==> src/rtl/adder64_pipe_ctrl.sv <==
// Two-stage valid/ready pipeline around a combinational 64-bit adder.
// Supports ADD, SUB, ACC and LOAD ops and keeps a running accumulator.

module adder64 #(
    parameter int unsigned W = 64
) (
    input  logic [W-1:0] A,
    input  logic [W-1:0] B,
    input  logic         c0,
    output logic [W-1:0] S,
    output logic         c64
);
    assign {c64, S} = {1'b0, A} + {1'b0, B} + {{W{1'b0}}, c0};
endmodule

module adder64_pipe_ctrl #(
    parameter int unsigned   W        = 64,
    parameter logic [W-1:0]  ACC_INIT = '0
) (
    input  logic         clk,
    input  logic         rst_n,
    input  logic         in_valid,
    output logic         in_ready,
    input  logic [1:0]   op,
    input  logic [W-1:0] A,
    input  logic [W-1:0] B,
    input  logic         c0,
    output logic         out_valid,
    input  logic         out_ready,
    output logic [W-1:0] S,
    output logic         c64,
    output logic         ovf,
    output logic         zero,
    output logic [W-1:0] acc
);
    typedef enum logic [1:0] {
        OP_ADD  = 2'b00,
        OP_SUB  = 2'b01,
        OP_ACC  = 2'b10,
        OP_LOAD = 2'b11
    } op_e;

    logic         s1_valid;
    logic         s2_valid;
    op_e          op1;
    logic [W-1:0] a1;
    logic [W-1:0] b1;
    logic         c01;

    logic         adv1;
    logic         adv2;
    logic         accept;

    logic [W-1:0] a_in;
    logic [W-1:0] b_in;
    logic         c_in;
    logic [W-1:0] sum;
    logic         carry;
    logic         ovf_next;

    assign adv2      = !s2_valid || out_ready;
    assign adv1      = s1_valid && adv2;
    assign in_ready  = !s1_valid || adv2;
    assign accept    = in_valid && in_ready;
    assign out_valid = s2_valid;

    always_ff @(posedge clk or negedge rst_n) begin
        if (!rst_n) begin
            s1_valid <= 1'b0;
            op1      <= OP_ADD;
            a1       <= '0;
            b1       <= '0;
            c01      <= 1'b0;
        end else if (accept) begin
            s1_valid <= 1'b1;
            op1      <= op_e'(op);
            a1       <= A;
            b1       <= B;
            c01      <= c0;
        end else if (adv1) begin
            s1_valid <= 1'b0;
        end
    end

    // Operand select feeding the adder; SUB is A + ~B + 1, LOAD passes A through.
    always_comb begin
        a_in = a1;
        b_in = b1;
        c_in = c01;
        case (op1)
            OP_SUB: begin
                b_in = ~b1;
                c_in = 1'b1;
            end
            OP_ACC: begin
                a_in = acc;
                b_in = a1;
            end
            OP_LOAD: begin
                b_in = '0;
                c_in = 1'b0;
            end
            default: begin
                a_in = a1;
            end
        endcase
    end

    adder64 #(.W(W)) u_adder (
        .A   (a_in),
        .B   (b_in),
        .c0  (c_in),
        .S   (sum),
        .c64 (carry)
    );

    assign ovf_next = (a_in[W-1] == b_in[W-1]) && (sum[W-1] != a_in[W-1]);

    always_ff @(posedge clk or negedge rst_n) begin
        if (!rst_n) begin
            s2_valid <= 1'b0;
            S        <= '0;
            c64      <= 1'b0;
            ovf      <= 1'b0;
            zero     <= 1'b0;
        end else if (adv1) begin
            s2_valid <= 1'b1;
            S        <= sum;
            c64      <= carry;
            ovf      <= ovf_next;
            zero     <= (sum == '0);
        end else if (out_ready) begin
            s2_valid <= 1'b0;
        end
    end

    // Written at the adv1 edge so the next ACC beat in stage 1 sees it without a hazard.
    always_ff @(posedge clk or negedge rst_n) begin
        if (!rst_n) begin
            acc <= ACC_INIT;
        end else if (adv1 && (op1 == OP_ACC || op1 == OP_LOAD)) begin
            acc <= sum;
        end
    end
endmodule

==> config.mk <==
export PLATFORM = sky130hd
export DESIGN_NAME = adder64_pipe_ctrl
export DESIGN_NICKNAME = d
export VERILOG_FILES = /design/src/rtl/adder64_pipe_ctrl.sv
export SDC_FILE = /design/constraint.sdc
export NUM_CORES = 1
export LEC_CHECK = 0
export BUFFER_PORTS_ARGS = -buffer_cell sky130_fd_sc_hd__clkbuf_2
export CAP_MARGIN = 20
export CORE_ASPECT_RATIO = 2
export CORE_MARGIN = 4
export CORE_UTILIZATION = 30
export DETAILED_ROUTE_END_ITERATION = 8
export GPL_TIMING_DRIVEN = 0
export PLACE_DENSITY = 0.51
export SETUP_SLACK_MARGIN = 0.05
export SLEW_MARGIN = 10
export SYNTH_ARGS = -nofsm -noshare
export SYNTH_HDL_FRONTEND = slang
export SYNTH_HIERARCHICAL = 1
export SYNTH_SLANG_ARGS = --single-unit
==> constraint.sdc <==
create_clock -name clk -period 7.1 [get_ports clk]
set_input_delay 1.065 -clock clk [delete_from_list [all_inputs] [get_ports clk]]
set_output_delay 1.065 -clock clk [all_outputs]
set_load 0.005 [all_outputs]
==> results.txt, run 1 <==
- The tree is rooted in a sky130_fd_sc_hd__clkbuf_16.
- After clock tree synthesis, the clock-pin slew on the worst setup and hold paths is 70 ps.
- After legalization and detailed placement, the total HPWL measured 46150 µm.
- Kind of launch point of the worst setup path: flip-flop
- Max-cap violations in this run came to 0.
- Compared with the post-synthesis result, the final layout area differs by 21.18%.
* Setup Crit Path Kind: reg -> reg
- The die covers 56460 µm².
- Share of cells above drive strength 1: 31.75%
- GP Congestion: 0.8995
* Slew at the pin closest to its max-slew limit: 978.3 ps
- The first global-routing pass estimated 85440 µm of wire.
* # resized after CTS: 0
- Setup violations remaining at the end of the flow were counted as 0.
- Net count of the finished layout: 2051
- The clock period could shrink to 6571 ps.
* Clk_skew: 13.73 ps
- After detailed routing, the total wire length is 57860 µm.
- Unrepaired setup endpoints after global routing: no
- Using the TritonRoute via totals, the vias-per-cell ratio works out to 5.071.
- Worst max-slew margin expressed relative to the limit: 34.34%
- Max-slew violations: 0
- Antenna violations before repair: 4
* Total global routing overflow: 0
- Post-synthesis sequential element count: 264
- The share of the Yosys chip area taken by registers is 41.94%.
* Number of fillers in the final layout: 5257
* Ranking of synthesized cells by area: sky130_fd_sc_hd__dfrtp_1 (42%), sky130_fd_sc_hd__mux2_2 (14%), sky130_fd_sc_hd__nand2_1 (7.5%), sky130_fd_sc_hd__xnor2_1 (5.4%), sky130_fd_sc_hd__ha_1 (5.0%)
- Counting every net in the synthesized netlist gives 1751.
- Count of input and output buffers: 267
- Summing all multi-input logic gate instances after layout gives 8637 µm².
- Num CTS Buffers: 28
- The detail route stage leaves a number of antenna-violating nets equal to 0.
* Setup Buffers After CTS: 0
* Maximum number of buffers from clock root to sink: 3
- After synthesis, the share of flip-flops with an asynchronous set or reset is 100.0%.
- Number of cells after detailed placement: 2481
* Number of standard cells in the final layout excluding fillers: 2533
- Sequential cell area: 6606 µm²
* Leakage component of the power: 0.008664 µW
* FMAX: 0.1522 GHz
* Latest clock arrival within the worst-skew pair: 580 ps
* Number of rows in the core area: 118
- Of all cell types, the one taking the most synthesized area is sky130_fd_sc_hd__dfrtp_1.
* Yosys cell types: 75
* Post-Syn Area per Cell: 10.16 µm²
* Total core area: 51820 µm²
- STA classifies the critical path endpoint as a flip-flop.
* CP Data Required Time: 7590 ps
- Gate count after technology mapping: 1551
- Primary flip-flop cell chosen by synthesis mapping: sky130_fd_sc_hd__dfrtp_1
- Post-cts hold buffer count: 0
- Top-Level Pins: 268
- After synthesis the cells add up to 15750 µm².
* Initial drt markers: 537
- Largest net degree at the start of global routing: 89
- Pwr per Cell Area: 438.8 nW/µm²
- In this run, synthesis inferred 0 flip-flops with an integrated enable.
- Once the floorplan was initialized, standard cells occupied 30.40% of the core.
* Most common cell in the netlist: sky130_fd_sc_hd__nand2_1
- Number of iterations in the first detailed-routing pass: 5
- Total power consumption of the routed design: 8377 µW
* Die boundary width: 170.0 µm
- Counting instances in the post-synthesis netlist gives the leading cell types as sky130_fd_sc_hd__nand2_1 (314), sky130_fd_sc_hd__dfrtp_1 (264), sky130_fd_sc_hd__mux2_2 (200).
- Across all layers, the routed design uses 12844 vias.
- DIE HEIGHT: 332.1 µm
- Final Cycle Share: 92.55%
- The tightest min-delay check is of the in -> async type.
- TritonCTS clock tree: done
* Sinks on Clock Net: 264
- The number of hold violations in the final report was 0.
- The flow ran to the end, and the final reports show no timing, DRC or antenna violations.
- GRT Total Usage: 20.05%
* Post-route cell area: 19090 µm²
- Number of warning messages in the yosys log: 6
- VDD sags by at most 0.0002651 V.
- Once layout is complete, the utilization of the core stands at 36.84%.
- The placed instances occupy a cell area of 18010 µm².
* Fraction of post-synthesis cell area in the top cell type by area: 41.94%
- At the worst endpoint, the arrival time is 7060 ps.
- In the routed design, unresolved DRC markers number 0.
- The number of global-route vias before repair was 13672.
- In the final routed layout, each cell accounts on average for 22.84 µm.
- In this run the worst path has a maximum fanout of 10.
- In this run the number of H-tree levels came out at 1.
metal layers:
layer  global-route usage, %  share of wire (%)
met4                   8.350                4.6
met5                       0              0.022
met3                   3.442                5.5
met1                   21.75                 37
met2                   37.67                 53
cell type report:
cell class / instances / area share (%)
Antenna cell: 2 / 0.02622
Clock inverter: 14 / 1.501
Clock buffer: 36 / 4.149
Inverter: 17 / 0.3343
Timing Repair Buffer: 270 / 7.479
Multi-Input combinational cell: 1185 / 45.24
Sequential cell: 264 / 34.61
Buffer: 85 / 2.333
Tap cell: 660 / 4.326
path summary, 6_finish.rpt:
check                       start     end  slack (ps)  cells after the start
max                        op1[0]    zero         530                     21
min                         rst_n   S[24]         350                      1
max reg2reg                op1[0]    zero         530                     21
min reg2reg                 S[60]   S[60]         470                      2
max in group asynchronous   rst_n  acc[4]        5650                      3
min in group clk            S[60]   S[60]         470                      2
critical path: stages (launching register included):
cell	delay, ps
sky130_fd_sc_hd__dfrtp_1	380
sky130_fd_sc_hd__buf_2	150
sky130_fd_sc_hd__nor2b_2	150
sky130_fd_sc_hd__buf_4	250
sky130_fd_sc_hd__buf_2	270
sky130_fd_sc_hd__buf_2	380
sky130_fd_sc_hd__nand2_1	90
sky130_fd_sc_hd__o21ai_0	150
sky130_fd_sc_hd__ha_1	320
sky130_fd_sc_hd__a211oi_1	320
sky130_fd_sc_hd__o211ai_1	220
sky130_fd_sc_hd__a211oi_1	660
sky130_fd_sc_hd__o221ai_2	250
sky130_fd_sc_hd__a31oi_2	500
sky130_fd_sc_hd__o211ai_2	220
sky130_fd_sc_hd__nand4_1	140
sky130_fd_sc_hd__a21oi_1	80
sky130_fd_sc_hd__xor2_1	250
sky130_fd_sc_hd__nor4_1	790
sky130_fd_sc_hd__nand4_1	300
sky130_fd_sc_hd__or4_1	450
sky130_fd_sc_hd__o21ai_1	150
power breakdown:
part | total (µW) | switching [µW] | internal (µW)
clock network | 1730 | 655 | 1080
logic | 4290 | 2640 | 1650
registers | 2360 | 360 | 2000
placed cells by master (no fill, tap or decap), types with 9 or more instances in the layout:
master	n
sky130_fd_sc_hd__inv_1	17
sky130_fd_sc_hd__dfrtp_1	264
sky130_fd_sc_hd__mux2_2	200
sky130_fd_sc_hd__o21bai_1	18
sky130_fd_sc_hd__buf_2	32
sky130_fd_sc_hd__buf_4	11
sky130_fd_sc_hd__ha_1	63
sky130_fd_sc_hd__a21o_1	19
sky130_fd_sc_hd__clkbuf_2	266
sky130_fd_sc_hd__a21oi_1	78
sky130_fd_sc_hd__clkbuf_1	37
sky130_fd_sc_hd__xor2_1	25
sky130_fd_sc_hd__clkbuf_16	29
sky130_fd_sc_hd__nor4_1	15
sky130_fd_sc_hd__nand3_1	11
sky130_fd_sc_hd__mux2_1	58
sky130_fd_sc_hd__nand2_1	314
sky130_fd_sc_hd__nor2_1	38
sky130_fd_sc_hd__o21ai_0	95
sky130_fd_sc_hd__xnor2_1	97
sky130_fd_sc_hd__nand4_1	22
sky130_fd_sc_hd__nor3_1	9
kinds of logic (layout without fill, tap and decap cells):
| family | count (synthesis) | count (layout) | share of synthesized area, % |
|---|---|---|---|
| compound gates | 291 | 291 | 11.85 |
| xor+xnor | 122 | 122 | 6.783 |
| fa+ha+maj | 65 | 65 | 5.258 |
| buf+inv | 102 | 422 | 3.233 |
| flops | 264 | 264 | 41.94 |
| mux | 261 | 261 | 18.63 |
| other cells | 0 | 2 | 0 |
| simple gates | 446 | 446 | 12.30 |
flip-flops by register name, summed over array words and instances, names as in the netlist:
signal,count
ovf,1
S,64
out_valid,1
c01,1
zero,1
b1,64
c64,1
s1_valid,1
op1,2
a1,64
acc,64
per-stage QoR:
step           setup slack [ps]  TNS [ps]  hold slack (ps)
2_1_floorplan              2085         0            469.7
3_3_place_gp             -826.5   -207800            465.1
3_5_place_dp              428.8         0            461.7
4_1_cts                   350.5         0            321.3
5_1_grt                   246.6         0            334.4
6_report                  528.8         0            348.9
No activity file was read; power rests on OpenSTA's default activity.
==> run 2: changes to the inputs <==
==> constraint.sdc (replaced) <==
create_clock -name clk -period 6.5 [get_ports clk]
set_input_delay 0.975 -clock clk [delete_from_list [all_inputs] [get_ports clk]]
set_output_delay 0.975 -clock clk [all_outputs]
set_load 0.005 [all_outputs]
==> run 2 against run 1 <==
First-iteration DRC count is 5.4% higher. Via count decreased by 0.33%. Non-clock buffer count rose by 2. Fmax rose by 6.4%. Cell area grew 0.39%. Clock power grew 9%. Die area unchanged. Register-to-register slack worse by 200 ps. Combinational power is 11% higher. Critical path type unchanged. Count of clock-buffer cells in the layout is the same.
==> results.txt, run 2 (synthesized netlist as in run 1, its figures left out) <==
- The arrival time of data at the critical path endpoint came to 6660 ps (-400 ps).
- The global-route wire length before repair was 85460 µm (about the same).
- Traced cell by cell, the critical path runs through buf_2, nor2b_2, buf_4, clkbuf_4, mux2_2, fa_2, fa_1, a211oi_2, o211ai_2, a311oi_4, and3b_1, a211oi_4, a21oi_4, a211oi_4, o21bai_2, xor2_1, nor4_2, nand2_2, or4_1, o21ai_1.
* Largest vdd supply drop: 0.0002900 V (+9.4%)
- The placeable core region came to 51820 µm² (unchanged).
- GP Congestion: 0.8995 (unchanged)
- Final hold slack: 253.6 ps (-95.25 ps)
- Final critical-path required period: 6174 ps (-397.6 ps)
- The first-pass iteration count of the detailed router came to 5 (unchanged).
- Antenna violations before repair: 4 (unchanged)
- Effective utilization at floorplan: 30.40% (unchanged)
* Post-cts hold buffer count: 0 (unchanged)
* Total global routing overflow: 0 (unchanged)
- Clock root buffer master: sky130_fd_sc_hd__clkbuf_16
* Placed inst area: 18010 µm² (unchanged)
* Final Cycle Share: 94.98% (+2.4 points)
- Sinks on Clock Net: 264 (unchanged)
* Leakage component of the power: 0.008681 µW (+0.21%)
- The share of final-layout standard cells stronger than drive strength 1 is 32.35% (+0.61 points).
* Pwr per Cell Area: 481.2 nW/µm² (+9.7%)
- The worst clock skew is 13.59 ps (-0.1419 ps).
* Worst max-slew margin expressed relative to the limit: 27.94% (-6.4 points)
- The largest net degree at the start of global routing came to 89 (unchanged).
- Among all stages on the critical path, the largest delay is contributed by sky130_fd_sc_hd__a311oi_4.
- Maximum number of buffers from clock root to sink: 3 (unchanged)
* Total Neg Setup Slack: 0 ps (unchanged)
* GRT Total Usage: 20.06% (about the same)
- Largest incremental delay on the critical path: 570 ps (-220 ps)
- DIE HEIGHT: 332.1 µm (unchanged)
* DRT Wirelength: 57960 µm (+0.18%)
- Leading cell type in the layout, fill and taps excluded: sky130_fd_sc_hd__nand2_1
- The actual slew at the worst max-slew pin was 1074 ps (+95.39 ps).
- Among the stages of the critical path, the cell type that occurs most often is sky130_fd_sc_hd__a211oi_4.
- The total number of placement rows was 118 (unchanged).
* Via count of the first global-routing pass: 13668 (-0.029%)
* FMAX: 0.1620 GHz (+6.4%)
- The area of all placed cells without fillers was 19160 µm² (+0.39%).
- Number of nets with antenna violations after detailed routing: 0 (unchanged)
- Remaining routing DRC violations: 0 (unchanged)
- The floorplan die width was 170.0 µm (unchanged).
- Run status: complete, no violations
- Setup Crit Path Kind: reg -> reg
* Initial drt markers: 566 (+5.4%)
- In the layout the commonest cells are sky130_fd_sc_hd__nand2_1 (313), sky130_fd_sc_hd__clkbuf_2 (267), sky130_fd_sc_hd__dfrtp_1 (264).
* CP Data Required Time: 6990 ps (-600 ps)
- Final core utilization: 36.98% (+0.14 points)
- Path class of the lowest-slack min-delay path: in -> async
- Top-Level Pins: 268 (unchanged)
* Unrepaired setup endpoints after global routing: no
* Net count of the finished layout: 2053 (+0.098%)
- Half-perimeter wire length after detailed placement: 46150 µm (unchanged)
- Max cap viols: 0 (unchanged)
- Largest driver fanout on the critical path: 10 (unchanged)
* Number of standard cells in the final layout excluding fillers: 2535 (+0.079%)
- DR vias/cell: 5.050 (-0.41%)
- The final number of max-transition violations came to 0 (unchanged).
- Kind of launch point of the worst setup path: flip-flop
- Average wire length per cell after detail routing: 22.86 µm (+0.10%)
- The number of buffers created by CTS is 28 (unchanged).
- Total Die Area: 56460 µm² (unchanged)
* Element type at the critical path end: flip-flop
- The cell total after placement came to 2481 (unchanged).
* Latest clock arrival within the worst-skew pair: 580 ps (about the same)
- Hold Violations, Final: 0 (unchanged)
* Number of fillers in the final layout: 5247 (-0.19%)
- Area added between synthesis and finish: 21.65%
* # H-tree levels: 1 (unchanged)
- Vias post-DR: 12801 (-0.33%)
* TritonCTS clock tree: done
- The number of setup violations in the final report was 0 (unchanged).
* Count of input and output buffers: 267 (unchanged)
- Clk pin slew, worst setup/hold paths: 70 ps (about the same)
## run 2: cell types whose count changed in the layout (fill, tap and decap cells not counted), moves of 2 or more
cell / previous run / this run
sky130_fd_sc_hd__nor4_2: 2 / 6
sky130_fd_sc_hd__buf_4: 11 / 13
sky130_fd_sc_hd__a211oi_2: 2 / 4
sky130_fd_sc_hd__a211oi_1: 8 / 6
sky130_fd_sc_hd__nor4_1: 15 / 10
## run 2: routing by layer
layer | wire (µm) | share of wire, % | track usage [%]
met5 | 13 | 0.022 | 0
met4 | 2418 | 4.2 | 8.282
met3 | 3100 | 5.3 | 3.418
met2 | 31110 | 54 | 37.71
met1 | 21310 | 37 | 21.78
## run 2: area by class of cell
type / count / area (µm²) / area share (%)
Antenna cell: 2 / 5.005 / 0.02612
Buffer: 85 / 449.2 / 2.344
Clock buffer: 36 / 792.0 / 4.133
Clock inverter: 14 / 286.5 / 1.495
Inverter: 17 / 63.81 / 0.3330
Multi-Input combinational cell: 1185 / 8692 / 45.36
Sequential cell: 264 / 6606 / 34.47
Tap cell: 660 / 825.8 / 4.309
Timing Repair Buffer: 272 / 1443 / 7.528
## run 2: worst paths after layout
path | startpoint | cells after the start | endpoint | slack, ps
setup / recovery | op1[0] | 20 | zero | 330
hold / removal | rst_n | 1 | S[25] | 250
setup reg to reg | op1[0] | 20 | zero | 330
hold reg to reg | S[60] | 2 | S[60] | 470
max in group asynchronous | rst_n | 3 | acc[4] | 5140
min in group clk | S[60] | 2 | S[60] | 470
## run 2: stage by stage
stage / total power (µW) / setup slack, ps
floorplan: 5425 / 1485
global placement: 7288 / -1337
detailed placement: 7328 / -171.2
CTS: 9296 / 53.44
global route: 9849 / 57.05
finish: 9221 / 326.3
## run 2: what timing repair did
item | CTS | global route
setup endpoints to repair | 1 | 1
pin swaps | 0 | 4
setup buffers | 0 | 2
gates resized for setup | 3 | 9
## run 2: worst max-delay path, delay by kind of cell (launching register included)
| kind | cells | cell delay [ps] |
|---|---|---|
| compound gates | 8 | 2140 |
| simple gates | 5 | 1470 |
| fa+ha+maj | 2 | 860 |
| buf+inv | 3 | 660 |
| flops | 1 | 380 |
| mux | 1 | 370 |
| xor+xnor | 1 | 210 |
## run 2: power by group
group          switching [µW]  internal [µW]
registers                 393           2180
logic                    2920           1830
clock network             718           1180
==> run 3: changes to the inputs <==
--- a/config.mk
+++ b/config.mk
@@ -7,7 +7,7 @@
 export LEC_CHECK = 0
 export BUFFER_PORTS_ARGS = -buffer_cell sky130_fd_sc_hd__clkbuf_2
 export CAP_MARGIN = 20
-export CORE_ASPECT_RATIO = 2
+export CORE_ASPECT_RATIO = 0.75
 export CORE_MARGIN = 4
 export CORE_UTILIZATION = 30
 export DETAILED_ROUTE_END_ITERATION = 8
==> run 3 against run 2 <==
Fmax hardly changed. Register-to-register slack hardly changed. Via count is 0.82% higher. Worst hold slack better by 150 ps. Count of clock-buffer cells in the layout is 5 higher. Sequential cell count stayed put. Routed wire length is 5.1% lower. Core utilization is 0.26 points lower. Critical endpoint unchanged. Largest power group unchanged. Global-route usage is 1.0 points lower. Non-clock buffer count is 1 higher. Critical path depth is 1 higher.
==> results.txt, run 3 (synthesized netlist as in run 1, its figures left out) <==
* Largest incremental delay on the critical path: 510 ps (-60 ps)
- Largest vdd supply drop: 0.0001739 V (-40%)
- DRT Wirelength: 55010 µm (-5.1%)
* FMAX: 0.1621 GHz (about the same)
- Critical path cell sequence: buf_2, nor2b_2, buf_4, buf_2, buf_2, nand2_1, o21ai_0, ha_1, a211oi_1, o211ai_1, a211oi_2, o221ai_2, a31oi_2, o211ai_2, nand4_1, a21oi_1, xor2_1, nor4_2, nand4_1, or4_1, o21ai_1
- The full die area was 56280 µm² (-0.32%).
- The library cell used most frequently in the layout, excluding fill and tap cells, is sky130_fd_sc_hd__nand2_1.
* Half-perimeter wire length after detailed placement: 42470 µm (-8.0%)
- Count of antenna diodes in the layout: 0 (-2)
- DR vias/cell: 5.008 (-0.82%)
* Maximum number of buffers from clock root to sink: 3 (unchanged)
- CTS placed an instance of sky130_fd_sc_hd__clkbuf_16 at the clock tree root.
* DIE HEIGHT: 206.5 µm (-38%)
- The total number of clock tree sinks came to 264 (unchanged).
- The quantity of hold-fixing buffers added after cts was 0 (unchanged).
- The internal reg-to-reg setup slack was 330 ps (about the same).
* Pwr per Cell Area: 464.9 nW/µm² (-3.4%)
- Total core area: 51710 µm² (-0.22%)
- Die boundary width: 272.6 µm (+60%)
* Count of buffering cells on the critical path with inverters included: 4 (+1)
- Final core utilization: 36.72% (-0.26 points)
* Run status: complete, no violations
- Vias post-DR: 12906 (+0.82%)
- Slew at the pin closest to its max-slew limit: 1131 ps (+57.78 ps)
- The remaining design rule violation count is 0 (unchanged).
- The total number of placement rows came to 72 (-39%).
- Number of setup violations in the final report: 0 (unchanged)
- Initial drt markers: 865 (+53%)
- Leaving out fill and tap cells, the most frequent cells in the layout are sky130_fd_sc_hd__nand2_1 (314), sky130_fd_sc_hd__clkbuf_2 (268), sky130_fd_sc_hd__dfrtp_1 (263).
- The remaining global-route overflow is 0 (unchanged).
- GP Congestion: 0.8572 (-4.7%)
- The number of ports placed on the die boundary was 268 (unchanged).
- The post-route minimum period came to 6168 ps (-5.208 ps).
- Largest driver fanout on the critical path: 10 (unchanged)
- Number of standard cells in the final layout excluding fillers: 2577 (+1.7%)
* Worst max-slew margin expressed relative to the limit: 24.06% (-3.9 points)
- Setup repair after global routing left no endpoint under its margin.
- The count of input and output buffers is 267 (unchanged).
- Clk pin slew, worst setup/hold paths: 60 ps (about the same)
* CP max stage cell: sky130_fd_sc_hd__or4_1
- The post-detailed-route count of antenna-violating nets was 0 (unchanged).
- Broken down by cell family, the worst path's largest delay share belongs to compound AO/OA/AOI/OAI gates.
- The clock insertion delay at the later pin of the skew report came to 580 ps (about the same).
- The worst register-to-register path begins at op1[0].
- The first-pass iteration count of the detailed router is 5 (unchanged).
- The endpoint identified for the worst register-to-register timing path is zero.
- The path class of the tightest hold or removal check is in -> async.
- TritonCTS built the clock tree.
- Max-slew violations: 0 (unchanged)
- The worst clock skew is 16.57 ps (+2.975 ps).
- Area added between synthesis and finish: 20.55%
* Element type at the critical path end: flip-flop
- The post-route clock period utilization came to 94.90% (about the same).
* Largest net degree at the start of global routing: 98 (+10%)
- Share of cells above drive strength 1: 32.23% (-0.12 points)
- Antenna violations before repair: 3 (-1)
- The number of fill cells is 5338 (+1.7%).
* Number of cells after detailed placement: 2523 (+1.7%)
- Total power consumption of the routed design: 8827 µW (-4.3%)
* Worst reg-to-reg path cell count: 21 (+5.0%)
* Effective utilization at floorplan: 30.46% (+0.066 points)
- The worst setup path is launched from a flip-flop.
- CP Data Required Time: 7010 ps (+20 ps)
- The arrival time of data at the critical path endpoint was 6680 ps (+20 ps).
- The layout net count is 2055 (+0.097%).
- The setup TNS was 0 ps (unchanged).
- Max cap viols: 0 (unchanged)
- The routed wirelength normalized by instance count came to 21.34 µm (-6.6%).
- Setup Crit Path Kind: reg -> reg
- Cell repeated most along the worst path: sky130_fd_sc_hd__buf_2
- The global-route usage over all layers is 19.02% (-1.0 points).
- Leakage component of the power: 0.008584 µW (-1.1%)
* # H-tree levels: 1 (unchanged)
* Num CTS Buffers: 29 (+3.6%)
* Final hold slack: 403.3 ps (+149.7 ps)
- Hold Violations, Final: 0 (unchanged)
* Via count of the first global-routing pass: 12968 (-5.1%)
* Global-route wire length before repair: 81570 µm (-4.5%)
-- run 3: worst max path at each step --
stage                start     to  slack (ps)  cells after the start
floorplan           op1[0]   zero        1480                     20
global placement     rst_n  S[62]       -1370                      1
detailed placement  op1[1]   zero        -270                     19
CTS                 op1[1]   zero         140                     20
global route        op1[0]   zero          50                     21
finish              op1[0]   zero         330                     21
-- run 3: through the flow --
step / worst slack [ps] / cell area [µm²]
after detailed placement: -269.1 / 18030
after global routing: 54.49 / 18990
after floorplan: 1485 / 15750
after global placement: -1368 / 17970
final: 331.5 / 18990
after CTS: 135.5 / 18940
-- run 3: layer usage --
| layer | GRT usage (%) | up-vias | share of wire (%) |
|---|---|---|---|
| met5 | 0 | - | 0 |
| met4 | 3.509 | 0 | 1.8 |
| met3 | 4.190 | 59 | 6.7 |
| met2 | 28.22 | 401 | 42 |
| met1 | 28.55 | 6367 | 50 |
| li1 | - | 6079 | - |
-- run 3: final cells by class --
| cell class | count | area, µm² | area share (%) |
|---|---|---|---|
| Multi-Input combinational cell | 1185 | 8671 | 45.66 |
| Sequential cell | 264 | 6608 | 34.80 |
| Timing Repair Buffer | 273 | 1430 | 7.531 |
| Tap cell | 703 | 879.6 | 4.632 |
| Clock buffer | 41 | 830.8 | 4.375 |
| Buffer | 85 | 450.4 | 2.372 |
| Inverter | 17 | 63.81 | 0.3360 |
| Clock inverter | 9 | 56.30 | 0.2965 |
-- run 3: where the power goes --
part           switching, µW  internal, µW
Combinational           2840          1830
Sequential               399          2180
Clock                    701           882
Total                   3940          4890
-- run 3: what timing repair did --
item	4_1_cts	5_1_grt
setup endpoints to repair	1	1
pin swaps	0	8
cloned	0	0
resized for setup	5	7
buffers inserted	0	4
